$ cat src/rtl/serial_adder_pkg.sv
// Shared types and sizing helpers for the multi-cycle serial adder.
package serial_adder_pkg;

  typedef enum logic [1:0] {IDLE, RUN, DONE} sa_state_t;

  // Slice counter width; it never drops below one bit, even for a single slice.
  function automatic int cnt_w(input int n);
    return (n > 1) ? $clog2(n) : 1;
  endfunction

endpackage

$ cat src/rtl/serial_adder_if.sv
// Start/busy/done handshake plus operand and result buses of the serial adder.
interface serial_adder_if #(
  parameter int WIDTH = 8
);
  logic             start;
  logic [WIDTH-1:0] a;
  logic [WIDTH-1:0] b;
  logic             cin;
  logic             busy;
  logic             done;
  logic [WIDTH-1:0] sum;
  logic             cout;
  logic             ovf;

  modport master (output start, a, b, cin, input busy, done, sum, cout, ovf);
  modport slave  (input start, a, b, cin, output busy, done, sum, cout, ovf);
endinterface

$ cat src/rtl/serial_adder_full_adder.sv
// One-bit full adder built from two half adders; chained BPC times per cycle.
module halfadder (
  output logic s,
  output logic c,
  input  logic a,
  input  logic b
);
  assign s = a ^ b;
  assign c = a & b;
endmodule

module full_adder (
  output logic s,
  output logic co,
  input  logic a,
  input  logic b,
  input  logic ci
);
  logic s0, c0, c1;

  halfadder u_ha0 (.s(s0), .c(c0), .a(a),  .b(b));
  halfadder u_ha1 (.s(s),  .c(c1), .a(s0), .b(ci));

  assign co = c0 | c1;
endmodule

$ cat src/rtl/serial_adder.sv
// Multi-cycle adder: WIDTH-bit operands added LSB-first, BPC bits per clock,
// with start/busy/done handshake and atomically updated sum/cout/ovf.
module serial_adder
  import serial_adder_pkg::*;
#(
  parameter int WIDTH = 8,
  parameter int BPC   = 1
) (
  input  logic           clk,
  input  logic           rst,
  serial_adder_if.slave  bus
);
  localparam int N  = WIDTH / BPC;
  localparam int CW = cnt_w(N);

  localparam logic [1:0] S_IDLE = 2'(IDLE);
  localparam logic [1:0] S_RUN  = 2'(RUN);
  localparam logic [1:0] S_DONE = 2'(DONE);

  if (WIDTH < 2 || BPC < 1 || (WIDTH % BPC) != 0) begin : g_bad_cfg
    $error("serial_adder: BPC must divide WIDTH and WIDTH must be >= 2");
  end

  logic [1:0]       state;
  logic [CW-1:0]    cnt;
  logic [WIDTH-1:0] a_sh, b_sh, acc, acc_nxt;
  logic             carry;
  logic             busy_q, done_q, cout_q, ovf_q;
  logic [WIDTH-1:0] sum_q;
  logic [BPC:0]     c;
  logic [BPC-1:0]   s_sl;

  assign c[0] = carry;

  for (genvar i = 0; i < BPC; i++) begin : g_fa
    full_adder u_fa (
      .s (s_sl[i]),
      .co(c[i+1]),
      .a (a_sh[i]),
      .b (b_sh[i]),
      .ci(c[i])
    );
  end

  // New slice lands at the top; after N slices the LSB slice has reached bit 0.
  assign acc_nxt = (acc >> BPC) | (WIDTH'(s_sl) << (WIDTH - BPC));

  always_ff @(posedge clk or posedge rst) begin
    if (rst) begin
      state  <= S_IDLE;
      cnt    <= '0;
      a_sh   <= '0;
      b_sh   <= '0;
      acc    <= '0;
      carry  <= 1'b0;
      busy_q <= 1'b0;
      done_q <= 1'b0;
      sum_q  <= '0;
      cout_q <= 1'b0;
      ovf_q  <= 1'b0;
    end else begin
      done_q <= 1'b0;
      case (state)
        S_IDLE, S_DONE: begin
          if (bus.start) begin
            a_sh   <= bus.a;
            b_sh   <= bus.b;
            carry  <= bus.cin;
            cnt    <= '0;
            busy_q <= 1'b1;
            state  <= S_RUN;
          end else begin
            state  <= S_IDLE;
          end
        end
        S_RUN: begin
          a_sh  <= a_sh >> BPC;
          b_sh  <= b_sh >> BPC;
          carry <= c[BPC];
          acc   <= acc_nxt;
          cnt   <= cnt + 1'b1;
          // Results are published only here so partial sums never leak out.
          if (cnt == CW'(N - 1)) begin
            state  <= S_DONE;
            busy_q <= 1'b0;
            done_q <= 1'b1;
            sum_q  <= acc_nxt;
            cout_q <= c[BPC];
            ovf_q  <= c[BPC] ^ c[BPC-1];
          end
        end
        default: state <= S_IDLE;
      endcase
    end
  end

  assign bus.busy = busy_q;
  assign bus.done = done_q;
  assign bus.sum  = sum_q;
  assign bus.cout = cout_q;
  assign bus.ovf  = ovf_q;

endmodule

$ cat src/flat_wrapper.sv
// flat-port wrapper written by rule: the top's interface ports become plain ports
module serial_adder_flat import serial_adder_pkg::*;
#(
  parameter int WIDTH = 8,
  parameter int BPC   = 1
)
  (clk, rst, bus_start, bus_a, bus_b, bus_cin, bus_busy, bus_done, bus_sum, bus_cout, bus_ovf);
  serial_adder_if #(.WIDTH(WIDTH)) bus_i ();
  input  logic clk;
  input  logic rst;
  input wire logic [$bits(bus_i.start)-1:0] bus_start;
  input wire logic [$bits(bus_i.a)-1:0] bus_a;
  input wire logic [$bits(bus_i.b)-1:0] bus_b;
  input wire logic [$bits(bus_i.cin)-1:0] bus_cin;
  output wire logic [$bits(bus_i.busy)-1:0] bus_busy;
  output wire logic [$bits(bus_i.done)-1:0] bus_done;
  output wire logic [$bits(bus_i.sum)-1:0] bus_sum;
  output wire logic [$bits(bus_i.cout)-1:0] bus_cout;
  output wire logic [$bits(bus_i.ovf)-1:0] bus_ovf;
  assign bus_i.start = bus_start;
  assign bus_i.a = bus_a;
  assign bus_i.b = bus_b;
  assign bus_i.cin = bus_cin;
  assign bus_busy = bus_i.busy;
  assign bus_done = bus_i.done;
  assign bus_sum = bus_i.sum;
  assign bus_cout = bus_i.cout;
  assign bus_ovf = bus_i.ovf;
  serial_adder #(.WIDTH(WIDTH), .BPC(BPC)) u_core (.clk(clk), .rst(rst), .bus(bus_i));
endmodule
$ cat config.mk
export PLATFORM = sky130hd
export DESIGN_NAME = serial_adder_flat
export DESIGN_NICKNAME = d
export VERILOG_FILES = /design/src/rtl/serial_adder_pkg.sv /design/src/rtl/serial_adder_if.sv /design/src/rtl/serial_adder_full_adder.sv /design/src/rtl/serial_adder.sv /design/src/flat_wrapper.sv
export SDC_FILE = /design/constraint.sdc
export NUM_CORES = 1
export LEC_CHECK = 0
export CORE_MARGIN = 10
export CORE_UTILIZATION = 47
export CTS_BUF_LIST = sky130_fd_sc_hd__clkbuf_16
export CTS_CLUSTER_DIAMETER = 80
export DETAILED_ROUTE_END_ITERATION = 16
export PLACE_DENSITY = 0.78
export REMOVE_ABC_BUFFERS = 1
export SLEW_MARGIN = 40
export SYNTH_ARGS = -nofsm -noshare
export SYNTH_HDL_FRONTEND = slang
export SYNTH_SLANG_ARGS = --single-unit
$ cat constraint.sdc
create_clock -name clk -period 1.4 [get_ports clk]
set_input_delay 0.14 -clock clk [delete_from_list [all_inputs] [get_ports clk]]
set_output_delay 0.14 -clock clk [all_outputs]
set_load 0.01 [all_outputs]
Word-level counts from Yosys, hierarchy flattened:

Index checks and enable logic that the tools add are counted.

* add/sub/neg operators: 1
* multipliers: 0
* divide/modulo/power cells: 0
* $lt $le $gt $ge: 0
* equality and inequality tests: 5
* shifts and indexed selects: 0
* mux-type cells: 16
* bitwise logic cells: 7
* reduce and logical (&&, ||, !) cells: 6

Operator list (number)
* 8-bit one-hot mux with 2 select lines: 2
* 8-bit 2-to-1 mux: 2
* 7-bit by 8-bit OR with 8-bit output: 1
* 1-bit 2-to-1 mux: 6
* 3-bit one-hot mux with 2 select lines: 1
* 1-bit one-hot mux with 2 select lines: 2
* 2-bit one-hot mux with 2 select lines: 1
* 2-bit AND reduction: 2
* 3-bit by 1-bit adder with 3-bit output (second input constant): 1
* 3-bit equality test (second input constant): 1
* 3-bit 2-to-1 mux: 1
* 3-bit AND reduction: 1
* 1-bit XOR: 3
* 1-bit AND: 2
* 2-bit by 1-bit equality test with 1-bit output (second input constant): 1
* 2-bit equality test (second input constant): 1
* 2-bit logical NOT: 1
* 2-bit 2-to-1 mux: 1
* 2-bit by 1-bit inequality test with 1-bit output (second input constant): 1
* 2-bit inequality test (second input constant): 1
* 2-bit nonzero test: 1
* 2-bit OR reduction: 1
* 1-bit OR: 1

* register bits: 42
* latch bits: 0
* memory bits (writable): 0
* memory bits (read-only): 0
* input port bits: 20
* output and inout port bits: 12
* logic and storage cells: 46
* memories: 0

Depth between registers and ports, before layout:

Gate-level depths: netlist of run 1.

* depth after elaboration: 4
* depth in mapped cells: 6
* gate-level depth less buffers: 5

Hierarchy:

A second synthesis of run 1 with hierarchy kept.

* cells, all modules: 163
* area, all modules: 1833.0 sq um

By module, submodules not included
* serial_adder: instances 1, cells an instance 160, area each 1801.7 sq um, sequential area each 1026.0 sq um
* halfadder: instances 2, cells an instance 1, area each 12.5 sq um, sequential area each 0.0 sq um
* full_adder: instances 1, cells an instance 1, area each 6.3 sq um, sequential area each 0.0 sq um

Least setup slack after synthesis of run 1:

Ideal clock, no wire load.

* path type: reg2reg
* start point: reg u_core.cnt[0]
* end point: reg u_core.cout_q, in the netlist u_core.bus.cout
* setup time: 125 ps
* data arrival time: 1349 ps
* data required time: 1275 ps
* setup slack: -74 ps
* stages on the path, launching flop included: 6
* buffers on the path: 1
* clock period less this slack: 1474 ps
* cells stage by stage: dfrtp_1 ha_1 ha_1 nand3b_4 buf_6 mux2_2

* cells in the longest elaborated chain, start to end: 2

Ends and longest elaborated chain
* from (decl): line serial_adder.sv:25 `logic [CW-1:0] cnt;`
* from (signal assigned): line serial_adder.sv:81 `cnt <= cnt + 1'b1;`
* 3-bit equality test: line serial_adder.sv:83 `if (cnt == CW'(N - 1)) begin`
* 2-bit AND reduction (no source line)
* to (signal assigned): line serial_adder.sv:88 `cout_q <= c[BPC];`
* to (decl): line serial_adder.sv:28 `logic busy_q, done_q, cout_q, ovf_q;`

Every way passes these cells.
A chain may end at the register's enable or synchronous reset.

Worst setup path in the final report of run 1:

* start point: reg u_core.cnt[1]
* end point: reg u_core.sum_q[1], in the netlist u_core.bus.sum[1]

* cells in the longest elaborated chain, start to end: 2

Ends and longest elaborated chain
* 3-bit equality test: line serial_adder.sv:83
* 2-bit AND reduction (no source line)
* to (signal assigned): line serial_adder.sv:87 `sum_q <= acc_nxt;`
* to (decl): line serial_adder.sv:29 `logic [WIDTH-1:0] sum_q;`

Every way passes these cells.

==> impl_metrics.py, run 1 <==
metrics = {
    "synth": {
        "ys_seq_area_frac": 0.5318,
        "synth_cell_types": 26,
        "synth_top_area_frac": 0.5318,
        "synth_cells": 153,
        "yosys.area.top_type": "dfrtp_1",
        "synth_mux_area_frac": 0.1608,
        "synth_top_family_by_area": "multiplexers",
        "yosys-top-cells-area": "dfrtp_1 (53%), mux2_2 (9.3%), mux2i_1 (5.2%)",
        "avgSynthCellArea_um2": 12.61,
        "netlist_area_mm2": 0.001929,
        "synth-xor-area-share": 0.009079,
        "ys_seq_elements": 41,
        "synth-warning-count": 0,
        "synthSimpleGateAreaFrac": 0.07328,
        "synth_compound_area_frac": 0.1284,
        "synth-adder-area-share": 0.02335,
    },
    "sta": {
        "rsz0062_at_grt": "true",
        "clock.fmax_ghz": 0.7218,
        "tns_ns": 0,
        "fin_ws_ns": 0.01453,
        "slew_headroom": 0.7550,
        "tightestPinTransition_ns": 0.3675,
        "hold_violations": 0,
        "period_share": 0.9896,
        "finClkSkew_ns": 0.006827,
        "whs_ns": 0.2085,
        "drv_slew": 0,
        "final-setup-viol-count": 0,
        "period_needed_ns": 1.385,
    },
    "pwr": {
        "seqPwrFrac": 0.378,
        "p_sw_w": 0.001832,
        "p_sw_frac": 0.3197,
        "vdd_drop_max_v": 0.001219,
        "p_clk_frac": 0.227,
        "leakage_nw": 1.076,
        "total_power_w": 0.005728,
        "internal_power_w": 0.003897,
        "p_per_area_mw_per_mm2": 2294,
        "combPwrFrac": 0.395,
    },
    "global_route": {
        "busiest_layer": "met2",
        "use_met2": 0.1929,
        "use_met1": 0.1138,
        "gr-total-overflow": 0,
        "grt_pass1_vias": 1379,
        "antenna_found_initial": 0,
        "grt_start_max_net_pins": 42,
        "grt_pass1_wl_um": 6423,
        "grt_util_met3": 0.05176,
        "track_usage": 0.1108,
    },
    "clocking": {
        "cts_buffers": 5,
        "htreeDepth": 2,
        "clock-sinks": 41,
        "clk_latency_ns": 0.28,
        "root_buffer": "clkbuf_16",
        "cts_tree": "built",
        "cts.clk_slew.worst_paths_ns": 0.06,
        "cts.path.max_buffers": 2,
    },
    "setup_path": {
        "r2r-end": "u_core.bus.sum[1]$_DFFE_PP0P_",
        "regToRegSetupSlack_ns": 0.01,
        "worstSetupPathType": "flop to flop",
        "start_kind": "flop",
        "critPathCaptureType": "flop",
        "required_ns": 1.57,
        "r2r_start": "u_core.cnt[1]$_DFFE_PP0P_",
        "critPathArrivalTime_ns": 1.56,
        "crit_path_max_fanout": 7,
        "reg2regPathDepth": 4,
    },
    "floorplanning": {
        "die_h_um": 84.07,
        "ioPinCount": 32,
        "die-area_mm2": 0.007068,
        "initial_core_util": 0.4823,
        "rows": 23,
        "coreArea_mm2": 0.004000,
        "die_x_um": 84.07,
    },
    "drt": {
        "remaining_drc_errors": 0,
        "via_per_inst": 5.233,
        "vias": 1256,
        "drt_first_pass_iters": 4,
        "routedWlPerCell_um": 15.89,
        "drtIter0Drc": 49,
        "antenna_left": 0,
        "drt_wl_total_um": 3813,
    },
    "cells_and_area": {
        "syn_to_final_growth_pct": 29.44,
        "drive_gt1_frac": 0.2579,
        "final_util": 0.6243,
        "regArea_mm2": 0.001026,
        "antenna_cells": 0,
        "final_nets": 212,
        "multiInputGateArea_um2": 797.0,
        "fillers": 312,
    },
    "place": {
        "numPortBuffers": 31,
        "post-place-ws_ns": -0.09074,
        "gp_congestion": 0.7244,
        "hpwl_um": 2685,
    },
    "run_status": {
        "outcome": "complete, no violations",
    },
    "run": {
        "cap_violations": 0,
    },
    "hold_path": {
        "hold_path_class": "input pin to asynchronous set/reset pin",
    },
}
-- power groups by stage --
stage / Sequential, W / Combinational (W) / Clock, W
2_1_floorplan: 0.00220 / 0.00135 / 0
3_3_place_gp: 0.00212 / 0.00213 / 0
6_report: 0.00216 / 0.00226 / 0.00130
4_1_cts: 0.00217 / 0.00231 / 0.00132
5_1_grt: 0.00225 / 0.00249 / 0.00138
3_5_place_dp: 0.00217 / 0.00224 / 0
-- state kept, by name, summed over array words and instances (netlist names) --
signal           cells
u_core.a_sh          8
u_core.acc           7
u_core.b_sh          8
u_core.bus.busy      1
u_core.bus.cout      1
u_core.bus.done      1
u_core.bus.ovf       1
u_core.bus.sum       8
u_core.carry         1
u_core.cnt           3
u_core.state         2
-- final cells by class --
class                      instances  area share
clock inverter                     3     0.01854
sequential                        41      0.4108
timing repair buffer              40      0.1613
inverter                          10     0.01503
tap                               50     0.02505
multi-input combinational         91      0.3191
clock buffer                       5     0.05010
-- how the worst max path moves through the flow --
stage | startpoint | end | slack, ns
after floorplan | u_core.state[0]$_DFFE_PP0P_ | u_core.bus.cout$_DFFE_PP0P_ | -0.07
after global placement | u_core.cnt[0]$_DFFE_PP0P_ | u_core.bus.sum[4]$_DFFE_PP0P_ | -0.02
after detailed placement | u_core.cnt[0]$_DFFE_PP0P_ | u_core.bus.sum[1]$_DFFE_PP0P_ | -0.09
after CTS | u_core.cnt[0]$_DFFE_PP0P_ | u_core.bus.sum[1]$_DFFE_PP0P_ | 0.003
after global routing | u_core.cnt[1]$_DFFE_PP0P_ | u_core.bus.sum[1]$_DFFE_PP0P_ | -0.03
final | u_core.cnt[1]$_DFFE_PP0P_ | u_core.bus.sum[1]$_DFFE_PP0P_ | 0.01
-- timing repair --
item | CTS | global route
cloned | 1 | 0
setup endpoints to repair | 10 | 7
buffers inserted | 1 | 0
pin swaps | 0 | 1
hold buffers | 0 | 0
gates resized for setup | 4 | 0
-- critical path, cell delays in order (launching register included) --
cell      delay [ns]
dfrtp_1         0.39
ha_2            0.20
ha_4            0.18
nand3b_4        0.14
mux2_2          0.36
-- cells in the final DEF, fill, tap and decap left out, types with 4 or more instances in the layout --
master | Yosys | routed
clkbuf_16 | 0 | 5
mux2_2 | 16 | 16
o22ai_1 | 7 | 7
a21oi_1 | 8 | 8
nand2_1 | 4 | 4
a211oi_1 | 8 | 8
o21ai_0 | 5 | 5
mux2i_1 | 10 | 10
buf_4 | 1 | 7
clkdlybuf4s50_1 | 0 | 31
dfrtp_1 | 41 | 41
a21oi_2 | 7 | 7
inv_1 | 10 | 10
nor2b_1 | 8 | 8
-- cell usage after synthesis, drive strengths merged --
cell	instances
o21ai	5
nand3b	1
nand2b	3
o22ai	7
nand2	4
buf	10
a211oi	8
mux2	18
nor2	1
and2	1
a21oi	15
ha	2
nand3	2
mux2i	10
a22o	2
nor2b	8
inv	10
fa	1
clkbuf	2
xnor2	2
dfrtp	41
-- cells by family (layout without fill, tap and decap cells) --
kind of cell / count (synthesis) / count (layout)
adders and majority gates: 3 / 3
and+or+nand+nor: 20 / 21
DFF: 41 / 41
AOI/OAI and AO/OA: 37 / 37
xor gates and xnor gates: 2 / 2
muxes: 28 / 28
buffers and inverters: 22 / 58
-- per-stage QoR --
stage          std cells  area, um2
6_report             240       2497
5_1_grt              240       2497
4_1_cts              240       2497
3_5_place_dp         230       2283
3_3_place_gp         230       2283
2_1_floorplan        141       1826
-- per-layer routing --
metal	share of wire	routed length, um	vias up
met5	0	0	-
met4	0.010	40	0
met3	0.063	239	5
met2	0.53	2021	23
met1	0.40	1513	618
li1	-	-	610
No activity file was read; power rests on OpenSTA's default activity.
==> run 2: changes to the inputs <==
--- a/config.mk
+++ b/config.mk
@@ -6,11 +6,11 @@
 export NUM_CORES = 1
 export LEC_CHECK = 0
 export CORE_MARGIN = 10
-export CORE_UTILIZATION = 47
+export CORE_UTILIZATION = 52
 export CTS_BUF_LIST = sky130_fd_sc_hd__clkbuf_16
 export CTS_CLUSTER_DIAMETER = 80
 export DETAILED_ROUTE_END_ITERATION = 16
-export PLACE_DENSITY = 0.78
+export PLACE_DENSITY = 0.81
 export REMOVE_ABC_BUFFERS = 1
 export SLEW_MARGIN = 40
 export SYNTH_ARGS = -nofsm -noshare
==> constraint.sdc (replaced) <==
create_clock -name clk -period 1.3 [get_ports clk]
set_input_delay 0.13 -clock clk [delete_from_list [all_inputs] [get_ports clk]]
set_output_delay 0.13 -clock clk [all_outputs]
set_load 0.01 [all_outputs]
==> impl_metrics.py, run 2 (same netlist as run 1, synthesis figures left out) <==
metrics = {
    "run_status": {
        "outcome": "complete, but fails checks",
        "failed_checks": "setup timing",
    },
    "clocking": {
        "htreeDepth": 2,
        "cts_tree": "built",
        "cts.clk_slew.worst_paths_ns": 0.06,
        "cts_buffers": 5,
        "clk_latency_ns": 0.28,
        "clock-sinks": 41,
        "cts.path.max_buffers": 2,
        "root_buffer": "clkbuf_16",
    },
    "place": {
        "hpwl_um": 2747,
        "post-place-ws_ns": -0.1700,
        "postPlaceCellArea_mm2": 0.002318,
        "numPortBuffers": 31,
        "placed_cells": 233,
        "gp_congestion": 0.7896,
    },
    "global_route": {
        "gr-total-overflow": 0,
        "grt_start_max_net_pins": 42,
        "track_usage": 0.1367,
        "grt_pass1_wl_um": 6810,
        "grt_pass1_vias": 1403,
        "antenna_found_initial": 0,
    },
    "floorplanning": {
        "die_x_um": 80.91,
        "die-area_mm2": 0.006546,
        "rows": 22,
        "ioPinCount": 32,
        "initial_core_util": 0.5310,
        "die_h_um": 80.91,
        "coreArea_mm2": 0.003633,
    },
    "drt": {
        "met1Wirelength_um": 1624,
        "vias": 1297,
        "route.met3.wl_um": 230,
        "drt_wl_total_um": 4130,
        "routedWlPerCell_um": 16.79,
        "via_per_inst": 5.272,
        "highest_layer": "met4",
        "wl_met2_um": 2213,
        "drt_first_pass_iters": 4,
        "drtIter0Drc": 51,
        "antenna_left": 0,
        "remaining_drc_errors": 0,
    },
    "sta": {
        "tightestPinTransition_ns": 0.2285,
        "hold_violations": 0,
        "period_share": 1.055,
        "drv_slew": 0,
        "finClkSkew_ns": 0.005354,
        "rsz0062_at_grt": "true",
        "fin_ws_ns": -0.07214,
        "slew_headroom": 0.8467,
        "whs_ns": 0.2075,
        "tns_ns": -0.5269,
        "period_needed_ns": 1.372,
        "final-setup-viol-count": 10,
        "clock.fmax_ghz": 0.7288,
    },
    "setup_path": {
        "crit_path_max_fanout": 7,
        "critPathCaptureType": "flop",
        "start_kind": "flop",
        "required_ns": 1.47,
        "critPathArrivalTime_ns": 1.54,
        "worstSetupPathType": "flop to flop",
    },
    "run": {
        "cap_violations": 0,
    },
    "hold_path": {
        "hold_path_class": "input pin to asynchronous set/reset pin",
    },
    "cells_and_area": {
        "mostFrequentLayoutCell": "dfrtp_1",
        "syn_to_final_growth_pct": 33.79,
        "final_cells": 246,
        "fin_area_mm2": 0.002581,
        "drive_gt1_frac": 0.3081,
        "antenna_cells": 0,
        "fillers": 257,
        "final_nets": 220,
        "final_cell_mix": "dfrtp_1 (39), clkdlybuf4s50_1 (20), mux2_2 (13)",
    },
    "pwr": {
        "leakage_nw": 1.160,
        "vdd_drop_max_v": 0.001436,
        "p_per_area_mw_per_mm2": 2461,
    },
}
[run 2: cell types whose count changed in the layout (fill, tap and decap cells not counted), moves of 2 or more]
cell | previous run | this run
clkdlybuf4s50_1 | 31 | 20
mux2_4 | 2 | 5
dfrtp_2 | 0 | 2
dlygate4sd2_1 | 0 | 10
buf_6 | 0 | 2
nand2_1 | 4 | 2
mux2_2 | 16 | 13
dfrtp_1 | 41 | 39
nand2_2 | 0 | 2
buf_4 | 7 | 12
[run 2: worst paths after layout]
path,startpoint,endpoint,slack [ns],depth (start not counted)
worst max register to register,u_core.cnt[1]$_DFFE_PP0P_,u_core.bus.sum[4]$_DFFE_PP0P_,-0.07,4
min in group clk,u_core.bus.ovf$_DFFE_PP0P_,u_core.bus.ovf$_DFFE_PP0P_,0.50,2
worst max-delay path,u_core.cnt[1]$_DFFE_PP0P_,u_core.bus.sum[4]$_DFFE_PP0P_,-0.07,4
worst min register to register,u_core.bus.ovf$_DFFE_PP0P_,u_core.bus.ovf$_DFFE_PP0P_,0.50,2
max in group asynchronous,rst,u_core.state[0]$_DFFE_PP0P_,0.88,3
worst min-delay path,rst,u_core.acc[3]$_DFFE_PP0N_,0.21,3
[run 2: what timing repair did]
item,4_1_cts,5_1_grt
pin swaps,0,1
gates cloned,1,0
gates resized for setup,17,9
endpoints found under the hold margin,0,0
endpoints found under the setup margin,25,27
buffers inserted,4,0
hold buffers,0,0
[run 2: layer usage]
metal	track usage	vias to the layer above
met5	0	-
met4	0.05709	0
met3	0.04525	7
met2	0.2436	34
met1	0.1449	635
li1	-	621
[run 2: final cells by class]
| cell class | count | area, um2 | share of cell area |
|---|---|---|---|
| Tap cell | 48 | 60.06 | 0.02327 |
| Clock inverter | 3 | 41.29 | 0.01600 |
| Clock buffer | 5 | 125.1 | 0.04847 |
| Timing Repair Buffer | 48 | 473.0 | 0.1832 |
| Inverter | 10 | 37.54 | 0.01454 |
| Multi-Input combinational cell | 91 | 815.8 | 0.3160 |
| Sequential cell | 41 | 1028 | 0.3984 |
[run 2: report_power, final]
group          total (W)  internal (W)  switching [W]
clock network    0.00139      0.000898       0.000493
registers        0.00235       0.00189       0.000459
logic            0.00261       0.00149        0.00112
[run 2: stage by stage]
| stage | total power (W) | utilization |
|---|---|---|
| 3_5_place_dp | 0.004833 | 0.6381 |
| 2_1_floorplan | 0.003815 | - |
| 6_report | 0.006351 | 0.7104 |
| 5_1_grt | 0.006742 | 0.7104 |
| 3_3_place_gp | 0.004654 | 0.6381 |
| 4_1_cts | 0.006359 | 0.7049 |
[run 2: critical path, cell delays in order (launching register included)]
cell and delay [ns]:
dfrtp_1 0.40, ha_2 0.20, ha_4 0.18, nand3b_4 0.14
mux2_2 0.34
==> run 3: changes to the inputs <==
--- a/config.mk
+++ b/config.mk
@@ -10,6 +10,7 @@
 export CTS_BUF_LIST = sky130_fd_sc_hd__clkbuf_16
 export CTS_CLUSTER_DIAMETER = 80
 export DETAILED_ROUTE_END_ITERATION = 16
+export GPL_ROUTABILITY_DRIVEN = 0
 export PLACE_DENSITY = 0.81
 export REMOVE_ABC_BUFFERS = 1
 export SLEW_MARGIN = 40
==> results of run 3 <==
The final DEF is identical to that of run 2; final timing and power are the same.
==> variant 1 (config.mk and constraints of run 1) <==
Reset style: synchronous (`rst`), changed in one clocked block.
--- a/src/rtl/serial_adder.sv
+++ b/src/rtl/serial_adder.sv
@@ -47,3 +47,3 @@
 
-  always_ff @(posedge clk or posedge rst) begin
+  always_ff @(posedge clk) begin
     if (rst) begin
Check against the original RTL: differs if rst is asserted again (counterexample within 4 cycles, from zero or initial values and one cycle with rst high); with rst held inactive, the same outputs for 10 cycles.
==> variant 1 against run 1 <==
Area after synthesis down 15%. Sequential cell count is the same. Critical endpoint is now u_core.bus.sum[7]. Global-route usage rose by 0.15 points. Final cell count up 17%. Final area decreased by 13%. Critical path type unchanged. Setup slack improved by 0.066 ns. Wire length down 9.5%.
Power is not compared: it rests on default switching activity, and its combinational part moved more than twofold at a synthesized area within 25%.
==> variant 1: results (changes against run 1) <==
.. list-table::
   :header-rows: 1

   * - Metric
     - Value
   * - Status
     - finished, final reports clean
   * - Wire length of the first global-routing pass
     - 5761 microns (-10%)
   * - Grt met1 use
     - 0.1133 (-0.0005374)
   * - First DRT Iteration DRCs
     - 84 (+71%)
   * - Proportion of layout cells with a drive suffix above 1
     - 0.08974 (-0.1682)
   * - Routed Wire Length
     - 3451 microns (-9.5%)
   * - Met1 layer wirelength in the final routing
     - 1427 microns (-5.7%)
   * - Synth area leaders
     - sky130_fd_sc_hd__dfxtp_1 (50%), sky130_fd_sc_hd__nand2_1 (15%), sky130_fd_sc_hd__a311oi_1 (8.0%)
   * - Xor and xnor fraction of the mapped netlist area
     - 0.005344 (-0.003736)
   * - Cell at the slowest stage of the critical path
     - sky130_fd_sc_hd__dfxtp_1
   * - Worst setup slack after placement
     - -0.01343 ns (+0.07731 ns)
   * - Compound-cell area share of the yosys netlist
     - 0.1565 (+0.02808)
   * - Adder-cell share of the synthesized area
     - 0.02748 (+0.004135)
   * - Routed length on met3
     - 266 microns (+11%)
   * - Cell area reported after detailed placement
     - 0.001992 sq mm (-13%)
   * - Number of instances resized during post-cts repair
     - 1 (-3)
   * - Crit path largest cell delay
     - 0.31 ns (-0.08 ns)
   * - HPWL after detailed placement
     - 2302 microns (-14%)
   * - Share of synthesized flip-flops with an asynchronous set or reset
     - 0 (-1.000)
   * - Routability congestion estimate from global placement
     - 0.7397 (+2.1%)
   * - Footprint of the multi-input gates
     - 725.7 sq um (-8.9%)
   * - Type of the most critical hold path
     - input pin to register
   * - Data arrival time of the critical path
     - 1.48 ns (-0.08 ns)
   * - Routed wire per std cell
     - 12.33 microns (-22%)
   * - Overall global routing resource usage
     - 0.1123 (+0.001452)
[variant 1: area by class of cell]
type	count	area share
sequential	41	0.3783
multi-input combinational	142	0.3345
timing repair buffer	43	0.1978
clock buffer	5	0.05767
tap	46	0.02653
clock inverter	3	0.005190
[variant 1: worst paths after layout]
check	start	to	slack [ns]	cells after the start
hold / removal	bus_a[7]	u_core.a_sh[7]	0.41	3
setup / recovery	u_core.cnt[0]	u_core.bus.sum[7]	0.08	6
setup reg to reg	u_core.cnt[0]	u_core.bus.sum[7]	0.08	6
hold reg to reg	u_core.bus.sum[2]	u_core.bus.sum[2]	0.45	2
[variant 1: power breakdown]
part	internal, uW	total, uW	switching, uW
Combinational	144	285	141
Clock	639	1040	404
Sequential	1230	1260	37.5
Total	2010	2590	582
[variant 1: critical path, delay by kind of cell (launching register included)]
kind	cells	cell delay (ns)
AO/OA/AOI/OAI	1	0.05
adder cells (fa/ha/maj)	2	0.38
buffers and inverters	1	0.15
flip-flops	1	0.31
AND/OR/NAND/NOR	2	0.32
==> variant 2 (settings of run 1) <==
Made on the original files. `WIDTH` is set to 8 in 3 places; all go to 6.
--- a/src/rtl/serial_adder_if.sv
+++ b/src/rtl/serial_adder_if.sv
@@ -2,3 +2,3 @@
 interface serial_adder_if #(
-  parameter int WIDTH = 8
+  parameter int WIDTH = 6
 );
--- a/src/rtl/serial_adder.sv
+++ b/src/rtl/serial_adder.sv
@@ -5,3 +5,3 @@
 #(
-  parameter int WIDTH = 8,
+  parameter int WIDTH = 6,
   parameter int BPC   = 1
--- a/src/flat_wrapper.sv
+++ b/src/flat_wrapper.sv
@@ -3,3 +3,3 @@
 #(
-  parameter int WIDTH = 8,
+  parameter int WIDTH = 6,
   parameter int BPC   = 1
Interface: changed (resized bus_a, bus_b and bus_sum); port bits go from 32 to 26. The function was not compared with the original's and may differ.
==> variant 2 against run 1 <==
Wire length decreased by 25%. Final area shrank 25%. Power down 22%. Core utilization up 4.6 points. Area after synthesis decreased by 28%. Setup slack gained 0.045 ns. Maximum frequency is 3.3% higher. Sequential cell count down 8. Non-clock buffer count fell by 5. Combinational power down 20%. Sequential power down 22%. Global-route usage grew 0.55 points. Critical path type unchanged.
==> variant 2: results (changes against run 1) <==
.. list-table::
   :header-rows: 1

   * - Metric
     - Value
   * - Routability congestion estimate from global placement
     - 0.7576 (+4.6%)
   * - Largest net degree at the start of global routing
     - 34 (-19%)
   * - Headroom to the max-slew limit
     - 0.8077 (+0.05269)
   * - Buffers on Ports
     - 25 (-19%)
   * - Post-layout utilization of the core
     - 0.6704 (+0.04605)
   * - Setup bufs post-CTS
     - 0 (-1)
   * - DP Cell Count
     - 182 (-21%)
   * - Number of instances resized during post-cts repair
     - 0 (-4)
   * - Number of antenna violations at the first check in global routing
     - 0 (unchanged)
   * - Cell area reported after detailed placement
     - 0.001733 sq mm (-24%)
   * - Leakage power
     - 0.0008982 uW (-17%)
   * - Syn_area_per_cell
     - 11.23 sq um (-11%)
   * - Number of different library cells in the post-synthesis netlist
     - 22 (-15%)
   * - Via count
     - 1019 (-19%)
   * - Data arrival time of the critical path
     - 1.50 ns (-0.06 ns)
   * - Status
     - finished, final reports clean
   * - Final clock skew
     - 0.001857 ns (-0.004970 ns)
   * - Slack of the worst reg-to-reg path
     - 0.06 ns (+0.04 ns)
   * - Crit path to
     - u_core.bus.sum[0]
   * - Number of global-route vias before repair
     - 1143 (-17%)
   * - Ranking of synthesized cells by instance count
     - sky130_fd_sc_hd__dfrtp_1 (33), sky130_fd_sc_hd__nand2_1 (23), sky130_fd_sc_hd__nor2_1 (12)
   * - Count of fill cells added during filler insertion
     - 221 (-29%)
   * - Worst supply voltage drop on vdd
     - 1.309 mV (+7.4%)
   * - Critical Path Fanout Max
     - 12 (+5)
   * - Sequential share of the synthesized area
     - 0.5930 (+0.06122)
   * - Number of cells traversed by the worst register-to-register path
     - 5 (+1)
   * - Routed wire per std cell
     - 14.98 microns (-5.7%)
   * - Worst R2R Start
     - u_core.cnt[1]
   * - HPWL after detailed placement
     - 2127 microns (-21%)
   * - Proportion of layout cells with a drive suffix above 1
     - 0.1563 (-0.1016)
   * - Overall global routing resource usage
     - 0.1164 (+0.005524)
   * - Routed Wire Length
     - 2862 microns (-25%)
   * - Synth area leaders
     - sky130_fd_sc_hd__dfrtp_1 (59%), sky130_fd_sc_hd__nand2_1 (6.2%), sky130_fd_sc_hd__mux2_4 (5.4%)
   * - Share of synthesized flip-flops with an asynchronous set or reset
     - 1.000 (unchanged)
   * - Wire length of the first global-routing pass
     - 5030 microns (-22%)
   * - First DRT Iteration DRCs
     - 69 (+41%)
[variant 2: cells by family after synthesis]
group | after synthesis | share of synthesized area
xor gates and xnor gates | 1 | 0.006290
AOI/OAI and AO/OA | 16 | 0.07548
and+or+nand+nor | 52 | 0.1662
adders and majority gates | 3 | 0.03234
muxes | 8 | 0.07727
buffers and inverters | 11 | 0.04941
DFF | 33 | 0.5930
[variant 2: report_power, final]
part | internal, uW | switching [uW] | total, uW
Combinational | 950 | 846 | 1800
Clock | 640 | 359 | 999
Sequential | 1400 | 296 | 1690
Total | 2990 | 1500 | 4490
[variant 2: cell type report]
class | instances | share of cell area
clock inverter | 3 | 0.006653
clock buffer | 5 | 0.06653
tap | 31 | 0.02063
timing repair buffer | 35 | 0.1929
inverter | 4 | 0.007984
multi-input combinational | 80 | 0.2661
sequential | 33 | 0.4391
[variant 2: per-layer routing]
| metal | track usage | wire length [microns] |
|---|---|---|
| met1 | 0.1264 | 1203 |
| met2 | 0.1960 | 1393 |
| met3 | 0.04654 | 226 |
| met4 | 0.05252 | 38 |
| met5 | 0 | 0 |
[variant 2: metrics by stage]
step	worst slack [ns]	hold slack, ns
3_5_place_dp	0.03398	0.4700
2_1_floorplan	-0.1458	0.2689
5_1_grt	-0.003403	0.2556
6_report	0.05911	0.2115
4_1_cts	0.02940	0.2221
3_3_place_gp	0.05271	0.4625
[variant 2: worst register-to-register path, cell delays in order, from the launching register on]
cell	delay, ns
sky130_fd_sc_hd__dfrtp_1	0.39
sky130_fd_sc_hd__inv_1	0.07
sky130_fd_sc_hd__ha_2	0.18
sky130_fd_sc_hd__nand4b_2	0.13
sky130_fd_sc_hd__buf_12	0.18
sky130_fd_sc_hd__mux2_4	0.29
